==> config.mk <==
export PLATFORM = sky130hd
export DESIGN_NAME = judgment_tracker
export DESIGN_NICKNAME = d
export VERILOG_FILES = /design/src/rtl/juggler_pkg.sv /design/src/rtl/box_outline_hit.sv /design/src/rtl/judgment_tracker.sv
export SDC_FILE = /design/constraint.sdc
export NUM_CORES = 1
export LEC_CHECK = 0
export CAP_MARGIN = 20
export CORE_UTILIZATION = 35
export CTS_CLUSTER_DIAMETER = 120
export CTS_CLUSTER_SIZE = 14
export DETAILED_ROUTE_END_ITERATION = 8
export GPL_ROUTABILITY_DRIVEN = 0
export PLACE_DENSITY_LB_ADDON = 0.08
export SLEW_MARGIN = 20
export SYNTH_ARGS = -nofsm -noshare
export SYNTH_HDL_FRONTEND = slang
export SYNTH_SLANG_ARGS = --single-unit
==> constraint.sdc <==
create_clock -name clk_in -period 3.2 [get_ports clk_in]
set_input_delay 0.64 -clock clk_in [delete_from_list [all_inputs] [get_ports clk_in]]
set_output_delay 0.64 -clock clk_in [all_outputs]
set_load 0.02 [all_outputs]
==> src/rtl/juggler_pkg.sv <==
// Types and screen widths shared across the juggler video pipeline.
package juggler_pkg;
  localparam int H_BITS = 11;
  localparam int V_BITS = 10;

  typedef enum logic [1:0] {J_IDLE, J_ARMED, J_SHOW} judge_state_t;
endpackage

==> src/rtl/box_outline_hit.sv <==
// Combinational test of whether a pixel lies on a square outline centred on a point.
module box_outline_hit
  import juggler_pkg::*;
#(
  parameter int BOX_HALF = 24,
  parameter int BORDER   = 3
) (
  input  logic [H_BITS-1:0] hcount,
  input  logic [V_BITS-1:0] vcount,
  input  logic [H_BITS-1:0] centre_x,
  input  logic [V_BITS-1:0] centre_y,
  output logic              on_outline
);

  localparam logic signed [12:0] OUTER = 13'(BOX_HALF);
  localparam logic signed [12:0] INNER = 13'(BOX_HALF - BORDER);

  logic signed [12:0] h, v, cx, cy;
  logic inside_outer, inside_inner;

  // Signed bounds keep a box near the screen edge from wrapping to the far side.
  assign h  = $signed({2'b00, hcount});
  assign v  = $signed({3'b000, vcount});
  assign cx = $signed({2'b00, centre_x});
  assign cy = $signed({3'b000, centre_y});

  assign inside_outer = (h >= cx - OUTER) && (h <= cx + OUTER) &&
                        (v >= cy - OUTER) && (v <= cy + OUTER);
  assign inside_inner = (h >= cx - INNER) && (h <= cx + INNER) &&
                        (v >= cy - INNER) && (v <= cy + INNER);

  assign on_outline = inside_outer && !inside_inner;
endmodule

==> src/rtl/judgment_tracker.sv <==
// Judges each expected catch against the latched target and draws a verdict square.
module judgment_tracker
  import juggler_pkg::*;
#(
  parameter int TOL           = 16,
  parameter int WINDOW_FRAMES = 8,
  parameter int SHOW_FRAMES   = 30,
  parameter int BOX_HALF      = 24,
  parameter int BORDER        = 3
) (
  input  logic              clk_in,
  input  logic              rst_in,
  input  logic [H_BITS-1:0] hcount_in,
  input  logic [V_BITS-1:0] vcount_in,
  input  logic              new_frame_in,
  input  logic              judge_req_in,
  input  logic [H_BITS-1:0] target_x_in,
  input  logic [V_BITS-1:0] target_y_in,
  input  logic              centroid_valid_in,
  input  logic [H_BITS-1:0] centroid_x_in,
  input  logic [V_BITS-1:0] centroid_y_in,
  output logic              judgment_out,
  output logic              judgment_correct_out,
  output logic              busy_out
);

  localparam int MAX_FRAMES = (WINDOW_FRAMES > SHOW_FRAMES) ? WINDOW_FRAMES : SHOW_FRAMES;
  localparam int CW         = $clog2(MAX_FRAMES + 1);

  judge_state_t      state, state_next;
  logic [CW-1:0]     frames, frames_next, frames_inc;
  logic [H_BITS-1:0] target_x, target_x_next;
  logic [V_BITS-1:0] target_y, target_y_next;
  logic              correct, correct_next;
  logic              judgment;
  logic              on_outline;
  logic signed [11:0] dx, dy;
  logic [11:0]       abs_dx, abs_dy;
  logic              in_tol;

  // Differences are taken at 12 bits signed so far-apart points never alias near zero.
  assign dx     = $signed({1'b0, centroid_x_in}) - $signed({1'b0, target_x});
  assign dy     = $signed({2'b00, centroid_y_in}) - $signed({2'b00, target_y});
  assign abs_dx = dx[11] ? 12'(-dx) : 12'(dx);
  assign abs_dy = dy[11] ? 12'(-dy) : 12'(dy);
  assign in_tol = (abs_dx <= 12'(TOL)) && (abs_dy <= 12'(TOL));

  assign frames_inc = frames + 1'b1;

  box_outline_hit #(
    .BOX_HALF(BOX_HALF),
    .BORDER  (BORDER)
  ) u_box (
    .hcount    (hcount_in),
    .vcount    (vcount_in),
    .centre_x  (target_x),
    .centre_y  (target_y),
    .on_outline(on_outline)
  );

  always_comb begin
    state_next    = state;
    frames_next   = frames;
    target_x_next = target_x;
    target_y_next = target_y;
    correct_next  = correct;
    // A new request preempts whatever else happens in the same cycle.
    if (judge_req_in) begin
      state_next    = J_ARMED;
      frames_next   = '0;
      target_x_next = target_x_in;
      target_y_next = target_y_in;
    end else begin
      unique case (state)
        J_ARMED: begin
          if (centroid_valid_in && in_tol) begin
            state_next   = J_SHOW;
            frames_next  = '0;
            correct_next = 1'b1;
          end else if (new_frame_in) begin
            if (frames_inc == CW'(WINDOW_FRAMES)) begin
              state_next   = J_SHOW;
              frames_next  = '0;
              correct_next = 1'b0;
            end else begin
              frames_next = frames_inc;
            end
          end
        end
        J_SHOW: begin
          if (new_frame_in) begin
            if (frames_inc == CW'(SHOW_FRAMES)) begin
              state_next  = J_IDLE;
              frames_next = '0;
            end else begin
              frames_next = frames_inc;
            end
          end
        end
        default: ;
      endcase
    end
  end

  // The indicator pixel follows the upcoming state so an abort or expiry blanks it at once.
  always_ff @(posedge clk_in or posedge rst_in) begin
    if (rst_in) begin
      state    <= J_IDLE;
      frames   <= '0;
      target_x <= '0;
      target_y <= '0;
      correct  <= 1'b0;
      judgment <= 1'b0;
    end else begin
      state    <= state_next;
      frames   <= frames_next;
      target_x <= target_x_next;
      target_y <= target_y_next;
      correct  <= correct_next;
      judgment <= (state_next == J_SHOW) && on_outline;
    end
  end

  assign judgment_out         = judgment;
  assign judgment_correct_out = correct;
  assign busy_out             = (state != J_IDLE);
endmodule
# Word-level counts from Yosys, hierarchy flattened
# Cells that the tools add are included.
[classes] addsub=13 mul=0 div=0 n_lt_le_gt_ge=10 eq_ne=7 n_shift=0 mux=19 bitwise_logic=1 n_reduce_logical=17
[ops] operator="$mux W5" n=6
[ops] operator="$ge A11 B13 Y1" n=2
[ops] operator="$ge A12 B13 Y1" n=2
[ops] operator="$le A11 B13 Y1" n=2
[ops] operator="$le A12 B13 Y1" n=2
[ops] operator="$add A11 B5 Y12 const B" n=2
[ops] operator="$le A12 B5 Y1 const B" n=2
[ops] operator="$mux W12" n=2
[ops] operator="$sub A11 B5 Y12 const B" n=2
[ops] operator="$add A10 B5 Y11 const B" n=2
[ops] operator="$sub A10 B5 Y11 const B" n=2
[ops] operator="$mux W2" n=6
[ops] operator="$neg A11 Y12" n=1
[ops] operator="$neg A12 Y12" n=1
[ops] operator="$sub A11 B11 Y12" n=1
[ops] operator="$sub A10 B10 Y11" n=1
[ops] operator="$logic_and A1 B1 Y1" n=10
[ops] operator="$pmux W5 S2" n=1
[ops] operator="$reduce_bool A2 Y1" n=3
[ops] operator="$add A5 B1 Y5 const B" n=1
[ops] operator="$eq A5 B4 Y1 const B" n=1
[ops] operator="$eq A5 B5 Y1 const B" n=1
[ops] operator="$eq A2 B2 Y1 const B" n=2
[ops] operator="$ne A4 B4 Y1 const B" n=1
[ops] operator="9 further kinds" n=11
[totals] regBits=30 latch_bits=0 ram_bits=0 mem_bits_ro=0 inputBits=68 out_inout_bits=3 elab_cells=73 memories=0

# Logic depth before layout (Yosys ltp)
[logic_depth] ltp_word=11 ltp_mapped=16 ltp_nobuf=16

# Modules after synthesis
# A second synthesis with hierarchy kept.
[unflattened] hier_cells=749 area_unflattened_um2=5778.0
[by_module_without_submodules] module="judgment_tracker" n_inst=1 cells_per_inst=389 area_per_inst_um2=2990.4 seq_area_each_um2=750.7
[by_module_without_submodules] module="box_outline_hit" n_inst=1 cells_per_inst=360 area_per_inst_um2=2787.7 seq_area_each_um2=0.0

# Worst setup path before layout
# OpenSTA, ideal clock, no wires.
[synth_timing] path_kind="input to register" from="in centroid_y_in[0]" to="reg frames[0]" setup_time_ns=0.132 arrival_time_ns=3.572 required_ns=3.068 setup_slack_ns=-0.504 path_stages=13 path_buffers=0 cell_sequence="inv_1 ha_1 inv_1 fa_1 and3_4 or3_4 and2_4 or4_1 a2111o_1 a21boi_2 o211ai_1 nor4_2 o21ai_1"
[synth_via] elab_chain_len=9 word_cells_on_any_way=11 classes_between="2 x add/sub; 1 x order compare; 1 x eq/ne; 4 x mux; 3 x reduce/logical"
[synth_rtl] element="start: declaration" line_no="judgment_tracker.sv:21" rtl="input logic [V_BITS-1:0] centroid_y_in,"
[synth_rtl] element="$sub A10 B10 Y11 *" line_no="judgment_tracker.sv:43" rtl="assign dy = $signed({2'b00, centroid_y_in}) - $signed({2'b00, target_y});"
[synth_rtl] element="$neg A11 Y12" line_no="judgment_tracker.sv:45" rtl="assign abs_dy = dy[11] ? 12'(-dy) : 12'(dy);"
[synth_rtl] element="$mux W12 *" line_no="judgment_tracker.sv:45"
[synth_rtl] element="$le A12 B5 Y1 *" line_no="judgment_tracker.sv:46" rtl="assign in_tol = (abs_dx <= 12'(TOL)) && (abs_dy <= 12'(TOL));"
[synth_rtl] element="$logic_and A1 B1 Y1 *" line_no="judgment_tracker.sv:46"
[synth_rtl] element="$logic_and A1 B1 Y1 *" line_no="judgment_tracker.sv:76" rtl="if (centroid_valid_in && in_tol) begin"
[synth_rtl] element="$mux W5" line_no="judgment_tracker.sv:76"
[synth_rtl] element="$pmux W5 S2" line_no="judgment_tracker.sv:74" rtl="unique case (state)"
[synth_rtl] element="$mux W5" line_no="judgment_tracker.sv:68" rtl="if (judge_req_in) begin"
[synth_rtl] element="end signal: assignment" line_no="judgment_tracker.sv:116" rtl="frames <= frames_next;"
[synth_rtl] element="end: declaration" line_no="judgment_tracker.sv:31" rtl="logic [CW-1:0] frames, frames_next, frames_inc;"
# Mark *: on every way between the ends. The rest lies on a longest branch, timed or not.
# A chain may end at the register's enable or synchronous reset.

# Final worst setup path
[layout_timing] from="in centroid_x_in[3]" to="reg state[1]"
[layout_via] elab_chain_len=9
[layout_rtl] element="start: declaration" line_no="judgment_tracker.sv:20" rtl="input logic [H_BITS-1:0] centroid_x_in,"
[layout_rtl] element="$sub A11 B11 Y12 *" line_no="judgment_tracker.sv:42" rtl="assign dx = $signed({1'b0, centroid_x_in}) - $signed({1'b0, target_x});"
[layout_rtl] element="$neg A12 Y12" line_no="judgment_tracker.sv:44" rtl="assign abs_dx = dx[11] ? 12'(-dx) : 12'(dx);"
[layout_rtl] element="$mux W12 *" line_no="judgment_tracker.sv:44"
[layout_rtl] element="$le A12 B5 Y1 *" line_no="judgment_tracker.sv:46"
[layout_rtl] element="$logic_and A1 B1 Y1 *" line_no="judgment_tracker.sv:46"
[layout_rtl] element="$logic_and A1 B1 Y1 *" line_no="judgment_tracker.sv:76"
[layout_rtl] element="$mux W2 *" line_no="judgment_tracker.sv:76"
[layout_rtl] element="$pmux W2 S2 *" line_no="judgment_tracker.sv:74"
[layout_rtl] element="$mux W2 *" line_no="judgment_tracker.sv:68"
[layout_rtl] element="via state_next[1]" line_no="judgment_tracker.sv:30" rtl="judge_state_t state, state_next;"
[layout_rtl] element="end signal: assignment" line_no="judgment_tracker.sv:115" rtl="state <= state_next;"
[layout_rtl] element="end: declaration" line_no="judgment_tracker.sv:30"
# Mark *: on every way through the listed nets, which the timed path passes. The rest lies on a longest branch.

==> impl_metrics.csv <==
group,metric,value,unit
run_status,status,"finished with violations",
run_status,violations,"negative setup slack",
cts,cts-buffers-inserted,5,
pwr,leakagePower,3.66,nW
sta,worst_pin_slew,952,ps
sta,maxClockFrequency,295,MHz
grt,use_met1,26.4,%
yosys,yosysMostFrequentCell,"ha_1",
layout,drive_above_1_share,23.2,%
cts,cts.reportedPaths.clkPinSlew,50,ps
sta,rsz0062_at_grt,"true",
yosys,synthesis.nets,911,
grt,busiest_layer,"met2",
sta,fin_crit_sh,106,%
setup_path,crit_slowest_cell,"clkdlybuf4s50_1",
cts,clk_latency,290,ps
place,place_inst,1136,
place,post-place-ws,-1040,ps
floorplanning,fp.dieW,130,um
layout,areaGrowthSynthToFinish,42.9,%
place,dpl.hpwl,15.0,mm
setup_path,worstPathRequired,3390,ps
setup_path,arrival,3580,ps
cts,htreeDepth,2,
yosys,synthCells,729,
floorplanning,core,15900,sq um
yosys,synthFlopType,"dfrtp_1",
sta,slew_headroom,36.5,%
yosys,synth_edf_count,0,
layout,layout.cells.non_filler,1151,
setup_path,criticalPathCategory,"primary input to flop",
hold_path,hp-class,"flop to flop",
sta,finalCriticalPeriod,3390,ps
layout,layout.nets,1116,
routing,detail-route-antenna-nets,0,
grt,grt_pass1_vias,6171,
routing,wl_per_cell,15.6,um
setup_path,crit_fanout,5,
pwr,power_frac_seq,15.6,%
routing,finalWirelength,18.0,mm
routing,viasPerCell,5.31,
setup_path,cpMostUsedCell,"o21a_1",
yosys,synth.cells.most_frequent,"ha_1, nand2_1, o21ai_0",
grt,grt_overflow,0,
yosys,yosysSeqAreaShare,13.1,%
cts,clock_path_buffers,2,
setup_path,path_cells,"clkdlybuf4s50_1, ha_2, o211a_1, o21a_1, or3_4, buf_4, nand2_2, o221ai_2, a2111oi_2, nand4_1, o21a_1, o32ai_2",
cts,cts.sinks,30,
layout,antenna_cells,0,
grt,grt.total_usage,22.0,%
layout,multi_input_area,5010,sq um
place,port_buffers,70,
setup_path,startpoint_type,"primary input",
sta,drv_slew,0,
pwr,sw_frac_of_total,40.3,%
routing,vias,6116,
sta,finalSetupViolCount,9,
grt,grt_pass1_wl,29.0,mm
grt,grt_use_met2,40.2,%
pwr,power_density,341,nW/um^2
sta,final-hold-violation-count,0,
floorplanning,row_count,46,
cts,root_buffer,"clkbuf_16",
grt,use_met3,2.30,%
floorplanning,die_h,130,um
routing,drc,0,
yosys,synth.top_cell.area_share,24.5,%
run,maxCapViolations,0,
pwr,clockPowerShare,17.4,%
layout,fillers,1551,
pwr,power.internal,0.00166,W
cts,cts_tree,"done",
setup_path,critPathCaptureType,"flop",
yosys,synth_cell_types,67,
grt,antenna_found_initial,0,
setup_path,cpPeakStageDelay,470,ps
pwr,p_sw,0.00112,W
sta,fin_skew,8.73,ps
grt,grt_max_degree,51,
layout,regArea,751,sq um
yosys,yosysTopAreaCell,"ha_1",
pwr,pwr-share-comb,67.0,%
floorplanning,pin_count,71,
yosys,synth.cell_area,5710,sq um
yosys,syn_avg_cell_area,7.83,sq um
yosys,ys_async_sr_fraction,100,%
yosys,synth_area_leaders,"ha_1, dfrtp_1, xnor2_1",
layout,final_util,51.4,%
floorplanning,die_area,16800,sq um
sta,fin_ws,-192,ps
sta,hold_ws,566,ps
yosys,yosys_warnings,0,
pwr,irDropWorstVdd,0.000200,V
floorplanning,start_util,35.9,%
routing,drtIter0Drc,234,
routing,first_pass_iters,4,
yosys,ys_ff_latch,30,
## routing by layer
metal	vias to the layer above	part of all wire (%)
met5	-	0
met4	0	3.1
li1	3112	-
met2	109	49
met3	29	2.6
met1	2866	45
## layout make-up
cell class / instances / area share, %
Tap cell: 216 / 3.31
Inverter: 42 / 2.09
Multi-Input combinational cell: 637 / 61.5
Clock buffer: 7 / 1.75
Sequential cell: 30 / 9.20
Clock inverter: 1 / 0.0613
Timing Repair Buffer: 218 / 22.1
## per-stage QoR
stage / area (sq um) / total power (W) / TNS, ps
3_3_place_gp: 7700 / 0.00213 / -8220
4_1_cts: 7960 / 0.00271 / -1690
2_1_floorplan: 5760 / 0.00144 / -1460
6_report: 8160 / 0.00278 / -1040
3_5_place_dp: 7700 / 0.00216 / -8650
5_1_grt: 8160 / 0.00302 / -2010
## registers in the layout, indices dropped and copies added, names as in the netlist
register	cells
state	2
target_y	10
target_x	11
frames	5
judgment_out	1
judgment_correct_out	1
## placed cells by master (no fill, tap or decap), types with 16 or more instances in the layout
master,count
clkdlybuf4s50_1,61
xnor2_1,51
nor2b_1,17
nand3_1,21
ha_1,104
buf_4,147
nor2_1,34
o21ai_0,60
nand2_1,69
dfrtp_1,30
a21oi_1,35
nand4_1,16
inv_1,34
## worst max-delay path, delay by kind of cell
kind                       cells  cell delay, ps
and+or+nand+nor                3             700
AOI/OAI and AO/OA              6            1310
adders and majority gates      1             310
buffers and inverters          2             620
## power by group through the flow
stage               sequential, W  clock (W)  combinational (W)
finish                   0.000435   0.000483            0.00186
global placement         0.000440          0            0.00169
global route             0.000440   0.000517            0.00207
CTS                      0.000435   0.000501            0.00177
detailed placement       0.000441          0            0.00172
floorplan                0.000437          0            0.00100
## path summary, 6_finish.rpt
path | startpoint | endpoint | slack, ps | cells after the start
min in group asynchronous | rst_in | target_x[0]$_DFFE_PP0P_ | 770 | 3
max in group asynchronous | rst_in | state[1]$_DFF_PP0_ | 2100 | 3
min | judgment_correct_out$_DFFE_PP0P_ | judgment_correct_out$_DFFE_PP0P_ | 570 | 2
max reg2reg | target_y[0]$_DFFE_PP0P_ | state[1]$_DFF_PP0_ | -150 | 12
max | centroid_x_in[3] | state[1]$_DFF_PP0_ | -190 | 12
min reg2reg | judgment_correct_out$_DFFE_PP0P_ | judgment_correct_out$_DFFE_PP0P_ | 570 | 2
## cells by family (layout without fill, tap and decap cells)
group	Yosys count	in the layout	synth area share (%)
AO/OA/AOI/OAI	220	220	25.5
buffers and inverters	62	268	4.08
multiplexers	5	5	0.942
AND/OR/NAND/NOR	230	230	20.7
XOR/XNOR	68	68	10.4
flip-flops	30	30	13.1
adder cells (fa/ha/maj)	114	114	25.2
## what timing repair did
action,in CTS,in global routing
pin swaps,22,32
endpoints found under the setup margin,9,9
resized for setup,27,44
hold buffers,0,0
buffers inserted,5,2
Power figures use the tool's default switching activity.
